--- src/rtl/add_pkg.sv ---
// Shared constants for the add_sched arbitrated adder.
package add_pkg;

  localparam int unsigned FIFO_DEPTH = 2;

endpackage

--- src/rtl/add.sv ---
// Signed adder: sign-extends both operands to the wider width plus one bit.
module add #(
  parameter  int unsigned L1 = 8,
  parameter  int unsigned L2 = 8,
  localparam int unsigned SW = ((L1 > L2) ? L1 : L2) + 1
) (
  input  logic signed [L1-1:0] i_a,
  input  logic signed [L2-1:0] i_b,
  output logic signed [SW-1:0] o_sum
);

  // A size cast of a signed operand sign-extends, so the sum cannot overflow.
  assign o_sum = SW'(i_a) + SW'(i_b);

endmodule

--- src/rtl/add_sched.sv ---
// Round-robin arbiter sharing one signed adder among N requesters,
// with results queued with their source index in a 2-entry FIFO.
module add_sched
  import add_pkg::*;
#(
  parameter  int unsigned N  = 4,
  parameter  int unsigned L  = 8,
  localparam int unsigned IW = $clog2(N)
) (
  input  logic                clk,
  input  logic                rst,
  input  logic [N-1:0]        req_valid,
  input  logic [N*L-1:0]      req_a,
  input  logic [N*L-1:0]      req_b,
  output logic [N-1:0]        req_ready,
  output logic                res_valid,
  output logic signed [L:0]   res_sum,
  output logic [IW-1:0]       res_id,
  input  logic                res_ready
);

  typedef struct packed {
    logic signed [L:0] sum;
    logic [IW-1:0]     id;
  } entry_t;

  entry_t              r_mem [FIFO_DEPTH];
  logic [1:0]          r_count;
  logic                r_rd_ptr;
  logic                r_wr_ptr;
  logic [IW-1:0]       r_ptr;

  logic                w_found;
  logic [IW-1:0]       w_grant;
  logic                w_can_push;
  logic                w_push;
  logic                w_pop;
  logic signed [L-1:0] w_a;
  logic signed [L-1:0] w_b;
  logic signed [L:0]   w_sum;

  // NOTE: combinational blocks assign a default to every output first, so no
  // path leaves a value held and no latch is inferred.
  always_comb begin
    w_found = 1'b0;
    w_grant = '0;
    for (int k = 0; k < int'(N); k++) begin
      if (!w_found && req_valid[IW'((int'(r_ptr) + k) % int'(N))]) begin
        w_found = 1'b1;
        w_grant = IW'((int'(r_ptr) + k) % int'(N));
      end
    end
  end

  // Full is judged on the registered count only, so a same-cycle pop never
  // opens a slot and req_ready has no path from res_ready.
  assign w_can_push = !rst && (r_count < 2'(FIFO_DEPTH));
  assign w_push     = w_found && w_can_push;
  assign w_pop      = res_valid && res_ready;

  always_comb begin
    req_ready = '0;
    if (w_push) req_ready[w_grant] = 1'b1;
  end

  always_comb begin
    w_a = '0;
    w_b = '0;
    for (int i = 0; i < int'(N); i++) begin
      if (w_grant == IW'(i)) begin
        w_a = req_a[i*L +: L];
        w_b = req_b[i*L +: L];
      end
    end
  end

  add #(.L1(L), .L2(L)) u_add (
    .i_a   (w_a),
    .i_b   (w_b),
    .o_sum (w_sum)
  );

  // NOTE: the two FIFO entries are reset so the head reads as zero after
  // reset; sequential state is always updated with non-blocking assignments.
  always_ff @(posedge clk) begin
    if (rst) begin
      r_count  <= '0;
      r_rd_ptr <= 1'b0;
      r_wr_ptr <= 1'b0;
      r_ptr    <= '0;
      for (int i = 0; i < int'(FIFO_DEPTH); i++) r_mem[i] <= '0;
    end else begin
      if (w_push) begin
        r_mem[r_wr_ptr] <= '{sum: w_sum, id: w_grant};
        r_wr_ptr        <= ~r_wr_ptr;
        r_ptr           <= (w_grant == IW'(N - 1)) ? '0 : w_grant + 1'b1;
      end
      if (w_pop) r_rd_ptr <= ~r_rd_ptr;
      case ({w_push, w_pop})
        2'b10:   r_count <= r_count + 2'd1;
        2'b01:   r_count <= r_count - 2'd1;
        default: r_count <= r_count;
      endcase
    end
  end

  assign res_valid = (r_count != 2'd0);
  assign res_sum   = r_mem[r_rd_ptr].sum;
  assign res_id    = r_mem[r_rd_ptr].id;

endmodule

--- config.mk ---
export PLATFORM = sky130hd
export DESIGN_NAME = add_sched
export DESIGN_NICKNAME = d
export VERILOG_FILES = /design/src/rtl/add_pkg.sv /design/src/rtl/add.sv /design/src/rtl/add_sched.sv
export SDC_FILE = /design/constraint.sdc
export NUM_CORES = 1
export LEC_CHECK = 0
export ABC_CLOCK_PERIOD_IN_PS = 8600
export BUFFER_PORTS_ARGS = -buffer_cell sky130_fd_sc_hd__buf_2
export CAP_MARGIN = 20
export CORE_UTILIZATION = 45
export CTS_CLUSTER_SIZE = 40
export DETAILED_ROUTE_END_ITERATION = 8
export PLACE_DENSITY = 0.86
export SKIP_CTS_REPAIR_TIMING = 1
export SLEW_MARGIN = 40
export SYNTH_ARGS = -nofsm -noshare
export SYNTH_HDL_FRONTEND = slang
export SYNTH_SLANG_ARGS = --single-unit
--- constraint.sdc ---
create_clock -name clk -period 8.6 [get_ports clk]
set_clock_uncertainty 0.1 [all_clocks]
set_input_delay 1.72 -clock clk [delete_from_list [all_inputs] [get_ports clk]]
set_output_delay 1.72 -clock clk [all_outputs]
set_load 0.01 [all_outputs]
==> flow_summary.yaml, run 1 <==
place:
  numPortBuffers: 86
  gp_congestion: 0.861
  dp_hpwl_mm: 4.36
  dp_slack_ps: 2490
synthesis:
  synth_compound_area_frac: 0.208
  yosys_most_used_dff: "edfxtp_1"
  synth_mux_area_frac: 0.0599
  synth_top_family_by_area: "simple AND/OR/NAND/NOR gates"
  syn_nets: 329
  synthSimpleGateAreaFrac: 0.232
  synth_top_area_cell: "edfxtp_1"
  ys_ff_latch: 29
  yosysTopAreaCellShare: 0.296
  synthAdderAreaFrac: 0.0817
  synthTopCellsByArea: "edfxtp_1, ha_1, a221oi_1"
  yosys_warnings: 0
  synth-edff-count: 22
  async_reset_ff_frac: 0
  ys_types: 40
  syn_area_um2: 2230
  yosys.area_share.xor_xnor: 0.0274
  ys_seq_area_frac: 0.358
  synthCells: 244
  avgSynthCellArea_um2: 9.16
  synth_common_cells: "edfxtp_1, nand2_1, nor2b_1"
power:
  p_int_uw: 603
  p_per_area_nw_per_um2: 399
  power_switching_uw: 515
  sw_frac_of_total: 0.461
  power_uw: 1120
  clkPwrFrac: 0.095
  seqPwrFrac: 0.235
  max-vdd-ir-drop_v: 0.000220
  comb_power_share: 0.670
  leakage_uw: 0.00121
worst_setup_path:
  endpoint_kind: "flop"
  r2r_setup_slack_ps: 4000
  rr_startpoint: "r_ptr[1]$_SDFFE_PP0P_"
  startpoint: "req_valid[1]"
  arrival_ps: 5670
  worst_ep_required_time_ps: 8620
  worstSetupPathType: "input pin to flop"
  crit_fanout: 19
  startpoint_type: "input pin"
timing:
  final.setup.worst_slack_ps: 2940
  setup_tns_ps: 0
  drv_slew: 0
  relSlewSlack: 0.574
  period_minus_slack_ps: 5660
  finalHoldViolations: 0
  tightestPinTransition_ps: 636
  timing.fmax_ghz: 0.177
  setup_viol: 0
  rsz0062_at_grt: "no"
  min_period_over_period: 0.658
floorplanning:
  die_x_um: 72.5
  rows: 25
  ioPinCount: 87
  fp.coreArea_um2: 4750
  start_util: 0.470
  dieHeight_um: 72.5
  dieArea_um2: 5250
cells_and_area:
  nets: 409
  syn2layout_area_growth_pct: 25.4
  drive_gt1_frac: 0.342
  antenna-diode-count: 0
cts:
  cts_sinks: 29
  clk_pin_slew_ps: 60
  cts_tree: "yes"
  root_buffer: "clkbuf_8"
  cts_inserted_buffers: 5
  clk-insertion-delay-late_ps: 280
  cts_htree_levels: 2
  cts_buffer_depth: 2
hold_path:
  min_path_type: "flop to flop"
  hp-start: "r_rd_ptr$_SDFFE_PP0P_"
global_routing:
  grt_max_degree: 34
  grt_pass1_vias: 2038
  grt_overflow: 0
  grt_pass1_wl_mm: 8.89
  antenna_found_initial: 0
  track_usage: 0.218
route:
  drc: 0
  num_vias: 2186
  wl_per_cell_um: 14.6
  drt-total-wl_mm: 5.71
  drtPass1Iterations: 4
  via_per_inst: 5.58
  dr.first_iter.drc_count: 76
  postRouteAntennaNets: 0
flow_run:
  maxCapViolations: 0
status:
  status: "finished clean"
[placed cells by master, fill, tap and decap left out, types with 3 or more instances in the layout]
cell and count:
a221oi_1 16, nand2_1 22, clkbuf_8 5, nor2_1 18
and2_1 11, inv_1 6, nor3_1 6, nand2b_1 3
nor4_2 3, xnor2_1 4, mux2_2 11, dfxtp_1 7
a211oi_1 3, o31ai_1 17, buf_2 86, or4_1 5
nor2b_1 18, edfxtp_1 22, xor2_1 3, a21oi_1 10
o21ai_0 9, o21a_1 3, ha_1 11
[final timing paths]
kind                                    end  depth (start not counted)
setup / recovery  r_mem[1][8]$_SDFFCE_PN0P_                         14
hold / removal        r_rd_ptr$_SDFFE_PP0P_                          2
setup reg to reg  r_mem[1][8]$_SDFFCE_PN0P_                         13
hold reg to reg       r_rd_ptr$_SDFFE_PP0P_                          2
[metal layers]
layer,up-vias,GRT usage,part of all wire
met5,-,0,0
met4,0,0.0654,0.0093
met3,6,0.0278,0.058
met2,98,0.401,0.50
met1,1007,0.264,0.43
li1,1075,-,-
[logic make-up (layout without fill, tap and decap cells)]
logic type | Yosys count | in the layout
AOI/OAI and AO/OA | 66 | 66
DFF | 29 | 29
buffers and inverters | 19 | 100
adders and majority gates | 14 | 14
muxes | 12 | 12
xor gates and xnor gates | 7 | 7
and+or+nand+nor | 97 | 97
[final cells by class]
cell class | count | area (um2)
Timing Repair Buffer | 86 | 430
Clock buffer | 6 | 72.6
Multi-Input combinational cell | 196 | 1380
Inverter | 6 | 22.5
Tap cell | 67 | 83.8
Fill cell | 435 | 1950
Sequential cell | 29 | 801
Clock inverter | 2 | 10.0
[critical path: stages]
cell and delay (ps):
buf_2 140, nand2b_1 110, a21oi_1 100, nor4_2 560, ha_1 660, nor2b_2 290
a221oi_1 340, o31ai_1 110, ha_1 260, fa_1 430, a211oi_1 260, nor2_1 100
or4_1 430, a31oi_1 150
[per-stage QoR]
step | hold slack (ps) | utilization | instances | instance area (um2)
floorplan | 381 | - | 244 | 2230
global placement | 393 | 0.568 | 384 | 2700
detailed placement | 420 | 0.569 | 384 | 2700
CTS | 434 | 0.586 | 392 | 2790
global route | 462 | 0.589 | 392 | 2800
finish | 424 | 0.589 | 392 | 2800
[power groups by stage]
stage | Sequential (uW) | Clock (uW) | Combinational [uW]
detailed placement | 265 | 0 | 733
floorplan | 248 | 0 | 557
finish | 263 | 107 | 749
CTS | 262 | 106 | 739
global route | 269 | 112 | 829
global placement | 260 | 0 | 702
[state kept, by name (all words and copies together), names as in the netlist, named ones only]
register  cells
r_count       2
r_ptr         2
r_mem        22
r_rd_ptr      1
r_wr_ptr      1
No activity file was read; power rests on OpenSTA's default activity.
==> run 2: changes to the inputs <==
--- a/config.mk
+++ b/config.mk
@@ -5,13 +5,13 @@
 export SDC_FILE = /design/constraint.sdc
 export NUM_CORES = 1
 export LEC_CHECK = 0
-export ABC_CLOCK_PERIOD_IN_PS = 8600
+export ABC_CLOCK_PERIOD_IN_PS = 5200
 export BUFFER_PORTS_ARGS = -buffer_cell sky130_fd_sc_hd__buf_2
 export CAP_MARGIN = 20
 export CORE_UTILIZATION = 45
 export CTS_CLUSTER_SIZE = 40
 export DETAILED_ROUTE_END_ITERATION = 8
-export PLACE_DENSITY = 0.86
+export PLACE_DENSITY = 0.89
 export SKIP_CTS_REPAIR_TIMING = 1
 export SLEW_MARGIN = 40
 export SYNTH_ARGS = -nofsm -noshare
==> constraint.sdc (replaced) <==
create_clock -name clk -period 5.2 [get_ports clk]
set_clock_uncertainty 0.1 [all_clocks]
set_input_delay 1.04 -clock clk [delete_from_list [all_inputs] [get_ports clk]]
set_output_delay 1.04 -clock clk [all_outputs]
set_load 0.01 [all_outputs]
==> flow_summary.yaml, run 2 (synthesis gave the netlist of run 1 again) <==
global_routing:
  grt_pass1_vias: 1996
  grt_overflow: 0
  track_usage: 0.226
  grt_pass1_wl_mm: 9.23
  grt_max_degree: 24
  antenna_found_initial: 0
floorplanning:
  dieArea_um2: 5250
  dieHeight_um: 72.5
  ioPinCount: 87
  rows: 25
  start_util: 0.470
  die_x_um: 72.5
  fp.coreArea_um2: 4750
place:
  numPortBuffers: 86
  dp_slack_ps: 152
  gp_congestion: 0.810
  dp_hpwl_mm: 4.36
route:
  dr.first_iter.drc_count: 134
  via_per_inst: 5.55
  drt-total-wl_mm: 5.61
  drc: 0
  num_vias: 2202
  wl_per_cell_um: 14.1
  drtPass1Iterations: 4
  postRouteAntennaNets: 0
cells_and_area:
  antenna-diode-count: 0
  drive_gt1_frac: 0.342
  multi_input_area_um2: 1370
  largest_reg_flops: 22
  layout_commonest_cell: "buf_2"
  top_regs: "r_mem x22, r_count x2, r_ptr x2"
  nets: 414
  syn2layout_area_growth_pct: 27.3
  seqCellArea_um2: 801
  fill_cells: 433
  regMostFlops: "r_mem"
  final_cell_mix: "buf_2, nand2_1, edfxtp_1"
cts:
  cts_buffer_depth: 2
  cts_sinks: 29
  cts_tree: "yes"
  cts_htree_levels: 2
  clk_pin_slew_ps: 60
  clk-insertion-delay-late_ps: 280
  cts_inserted_buffers: 5
  root_buffer: "clkbuf_8"
power:
  leakage_uw: 0.00124
  max-vdd-ir-drop_v: 0.000313
  p_per_area_nw_per_um2: 659
timing:
  setup_tns_ps: 0
  setup_viol: 0
  holdWs_ps: 419
  period_minus_slack_ps: 4800
  final.setup.worst_slack_ps: 399
  timing.fmax_ghz: 0.208
  drv_slew: 0
  tightestPinTransition_ps: 729
  rsz0062_at_grt: "no"
  relSlewSlack: 0.513
  finalHoldViolations: 0
  min_period_over_period: 0.923
status:
  status: "finished clean"
worst_setup_path:
  worst_ep_required_time_ps: 5210
  endpoint_kind: "flop"
  startpoint_type: "input pin"
  crit_fanout: 10
  arrival_ps: 4810
  ff2ff_path_depth: 14
  worstSetupPathType: "input pin to flop"
hold_path:
  min_path_type: "flop to flop"
  holdPathStages: 2
flow_run:
  maxCapViolations: 0
-- run 2: critical path: stages --
cell	delay, ps
buf_2	130
nand2b_1	120
a21oi_1	80
nor4_1	630
inv_1	160
ha_1	270
nor2b_1	260
a221oi_1	330
o31ai_1	120
ha_1	280
fa_1	440
a211oi_1	250
nor2_1	100
or4_1	450
a31oi_1	170
-- run 2: area by class of cell --
class	count	share of cell area
multi-input combinational	196	0.481
sequential	29	0.282
timing repair buffer	91	0.165
clock buffer	7	0.0339
tap	67	0.0295
inverter	6	0.00792
clock inverter	1	0.00176
-- run 2: metal layers --
metal  track usage  share of wire  vias up  wire length, um
met5             0              0        -                0
met4        0.0763          0.013        0               74
met3        0.0403          0.059        7              334
met2         0.364           0.47      102             2660
met1         0.307           0.45     1004             2550
li1              -              -     1089                -
-- run 2: worst paths after layout --
kind | from | end | slack [ps]
max | req_valid[1] | r_mem[1][8]$_SDFFCE_PN0P_ | 400
min | r_rd_ptr$_SDFFE_PP0P_ | r_rd_ptr$_SDFFE_PP0P_ | 420
max reg2reg | r_ptr[1]$_SDFFE_PP0P_ | r_mem[1][8]$_SDFFCE_PN0P_ | 800
min reg2reg | r_rd_ptr$_SDFFE_PP0P_ | r_rd_ptr$_SDFFE_PP0P_ | 420
-- run 2: through the flow --
stage	util	total power (uW)	cells	cell area, um2
global route	0.598	2040	397	2840
global placement	0.576	1600	389	2740
CTS	0.597	1860	397	2840
detailed placement	0.576	1650	389	2740
finish	0.598	1870	397	2840
floorplan	-	1330	244	2230
-- run 2: power by group --
group          leakage [uW]  switching, uW  internal, uW  total [uW]
Combinational      0.000900            703           534        1240
Sequential         0.000291           55.2           377         433
Clock             0.0000542           83.6           119         203
Total               0.00124            842          1030        1870
==> run 3: changes to the inputs <==
--- a/config.mk
+++ b/config.mk
@@ -11,9 +11,10 @@
 export CORE_UTILIZATION = 45
 export CTS_CLUSTER_SIZE = 40
 export DETAILED_ROUTE_END_ITERATION = 8
-export PLACE_DENSITY = 0.89
+export PLACE_DENSITY = 0.88
 export SKIP_CTS_REPAIR_TIMING = 1
 export SLEW_MARGIN = 40
 export SYNTH_ARGS = -nofsm -noshare
 export SYNTH_HDL_FRONTEND = slang
+export SYNTH_HIERARCHICAL = 1
 export SYNTH_SLANG_ARGS = --single-unit
==> flow_summary.yaml, run 3 <==
timing:
  rsz0062_at_grt: "no"
  setup_viol: 0
  tightestPinTransition_ps: 666
  drv_slew: 0
  min_period_over_period: 0.852
  period_minus_slack_ps: 4430
  setup_tns_ps: 0
  finalHoldViolations: 0
  relSlewSlack: 0.556
  timing.fmax_ghz: 0.226
floorplanning:
  start_util: 0.476
  ioPinCount: 87
  dieHeight_um: 73.4
  rows: 25
  die_x_um: 73.4
  dieArea_um2: 5390
  fp.coreArea_um2: 4820
cells_and_area:
  drive_gt1_frac: 0.319
  finish.cell_count_without_fillers: 421
  multi_input_area_um2: 1340
  largest_reg_flops: 22
  post-route-cell-area_um2: 2840
  layout_commonest_cell: "buf_2"
  final_cell_mix: "buf_2, a21oi_1, nand2_1"
  syn2layout_area_growth_pct: 23.9
  fill_cells: 423
  seqCellArea_um2: 801
  antenna-diode-count: 0
  top_regs: "r_mem x22, r_count x2, r_ptr x2"
  nets: 438
  regMostFlops: "r_mem"
worst_setup_path:
  r2r_setup_slack_ps: 1230
  arrival_ps: 4470
  path_cells: "buf_2 > or3b_2 > o221ai_1 > inv_1 > ha_1 > a21oi_1 > o21ai_0 > a22o_1 > ha_1 > fa_1 > a21o_1 > a21oi_1 > o211ai_1 > o21ai_0 > nand2_1 > nor2_1"
  endpoint_kind: "flop"
  slowest_stage: "or3b_2"
  crit_fanout: 23
  startpoint_type: "input pin"
  worst_ep_required_time_ps: 5240
  max_stage_delay_ps: 460
  worstSetupPathType: "input pin to flop"
route:
  wl_per_cell_um: 12.6
  num_vias: 2211
  via_per_inst: 5.25
  postRouteAntennaNets: 0
  dr.first_iter.drc_count: 92
  drt-total-wl_mm: 5.29
  drtPass1Iterations: 4
  drc: 0
synthesis:
  async_reset_ff_frac: 0
  synthCells: 272
  ys_seq_area_frac: 0.349
  synth_top_area_cell: "edfxtp_1"
  avgSynthCellArea_um2: 8.43
  synth_common_cells: "a21oi_1, nand2_1, nor2_1"
  syn_area_um2: 2290
  ys_ff_latch: 29
  yosysTopAreaCellShare: 0.288
  synth-edff-count: 22
  synthTopCellsByArea: "edfxtp_1, a21oi_1, ha_1"
  synth_most_common_cell: "a21oi_1"
  yosys_warnings: 6
  syn_nets: 357
  ys_types: 42
  yosys_most_used_dff: "edfxtp_1"
flow_run:
  maxCapViolations: 0
power:
  clkPwrFrac: 0.093
  p_per_area_nw_per_um2: 657
  max-vdd-ir-drop_v: 0.000383
  power_switching_uw: 835
  comb_power_share: 0.674
  sw_frac_of_total: 0.447
  p_int_uw: 1030
  leakage_uw: 0.00136
  power_uw: 1870
  seqPwrFrac: 0.234
place:
  numPortBuffers: 86
  gp_congestion: 0.930
  dp_hpwl_mm: 4.17
  dpl-instance-area_um2: 2760
  dp_cells: 413
cts:
  cts_htree_levels: 2
  root_buffer: "clkbuf_8"
  cts_tree: "yes"
  clk_pin_slew_ps: 60
  cts_buffer_depth: 2
  cts_inserted_buffers: 5
  clk-insertion-delay-late_ps: 280
  cts_sinks: 29
global_routing:
  track_usage: 0.214
  grt_max_degree: 24
  grt_pass1_vias: 2052
  antenna_found_initial: 0
  grt_overflow: 0
  grt_pass1_wl_mm: 8.93
status:
  status: "finished clean"
hold_path:
  min_path_type: "flop to flop"
## run 3: final timing paths
| check | to | start | cells after the start |
|---|---|---|---|
| setup reg to reg | r_mem[0][10]$_SDFFCE_PN0P_ | r_ptr[1]$_SDFFE_PP0P_ | 14 |
| setup / recovery | r_mem[0][10]$_SDFFCE_PN0P_ | req_valid[2] | 16 |
| hold reg to reg | r_wr_ptr$_SDFFE_PP0P_ | r_wr_ptr$_SDFFE_PP0P_ | 2 |
| hold / removal | r_wr_ptr$_SDFFE_PP0P_ | r_wr_ptr$_SDFFE_PP0P_ | 2 |
## run 3: cells by family after synthesis
logic type / count (synthesis) / synth area share
fa+ha+maj: 14 / 0.0797
compound gates: 91 / 0.248
mux: 12 / 0.0584
buf+inv: 36 / 0.0660
flops: 29 / 0.349
xor+xnor: 8 / 0.0306
simple gates: 82 / 0.168
## run 3: final cells by class
cell class                 instances  share of cell area
timing repair buffer              90               0.162
tap                               67              0.0295
inverter                          20              0.0264
sequential                        29               0.282
multi-input combinational        207               0.472
clock buffer                       8              0.0282
## run 3: power groups by stage
stage | logic, uW | clock network, uW | registers (uW)
global placement | 1220 | 0 | 432
detailed placement | 1250 | 0 | 440
finish | 1260 | 173 | 436
floorplan | 999 | 0 | 415
global route | 1420 | 189 | 447
CTS | 1260 | 175 | 437
## run 3: routing by layer
layer  track usage  part of all wire
met1         0.261              0.43
met2         0.372              0.50
met3        0.0494             0.065
met4        0.0726             0.011
met5             0                 0
## run 3: through the flow
stage | setup WS [ps] | hold WS, ps | util
after CTS | 825 | 429 | 0.590
after detailed placement | 526 | 415 | 0.573
final | 769 | 427 | 0.590
after global routing | 471 | 456 | 0.590
after floorplan | 1060 | 376 | -
after global placement | 681 | 388 | 0.573
## run 3: worst max-delay path, delay by kind of cell
kind | cells | cell delay [ps]
simple gates | 3 | 650
fa+ha+maj | 3 | 1120
compound gates | 8 | 1390
buf+inv | 2 | 270
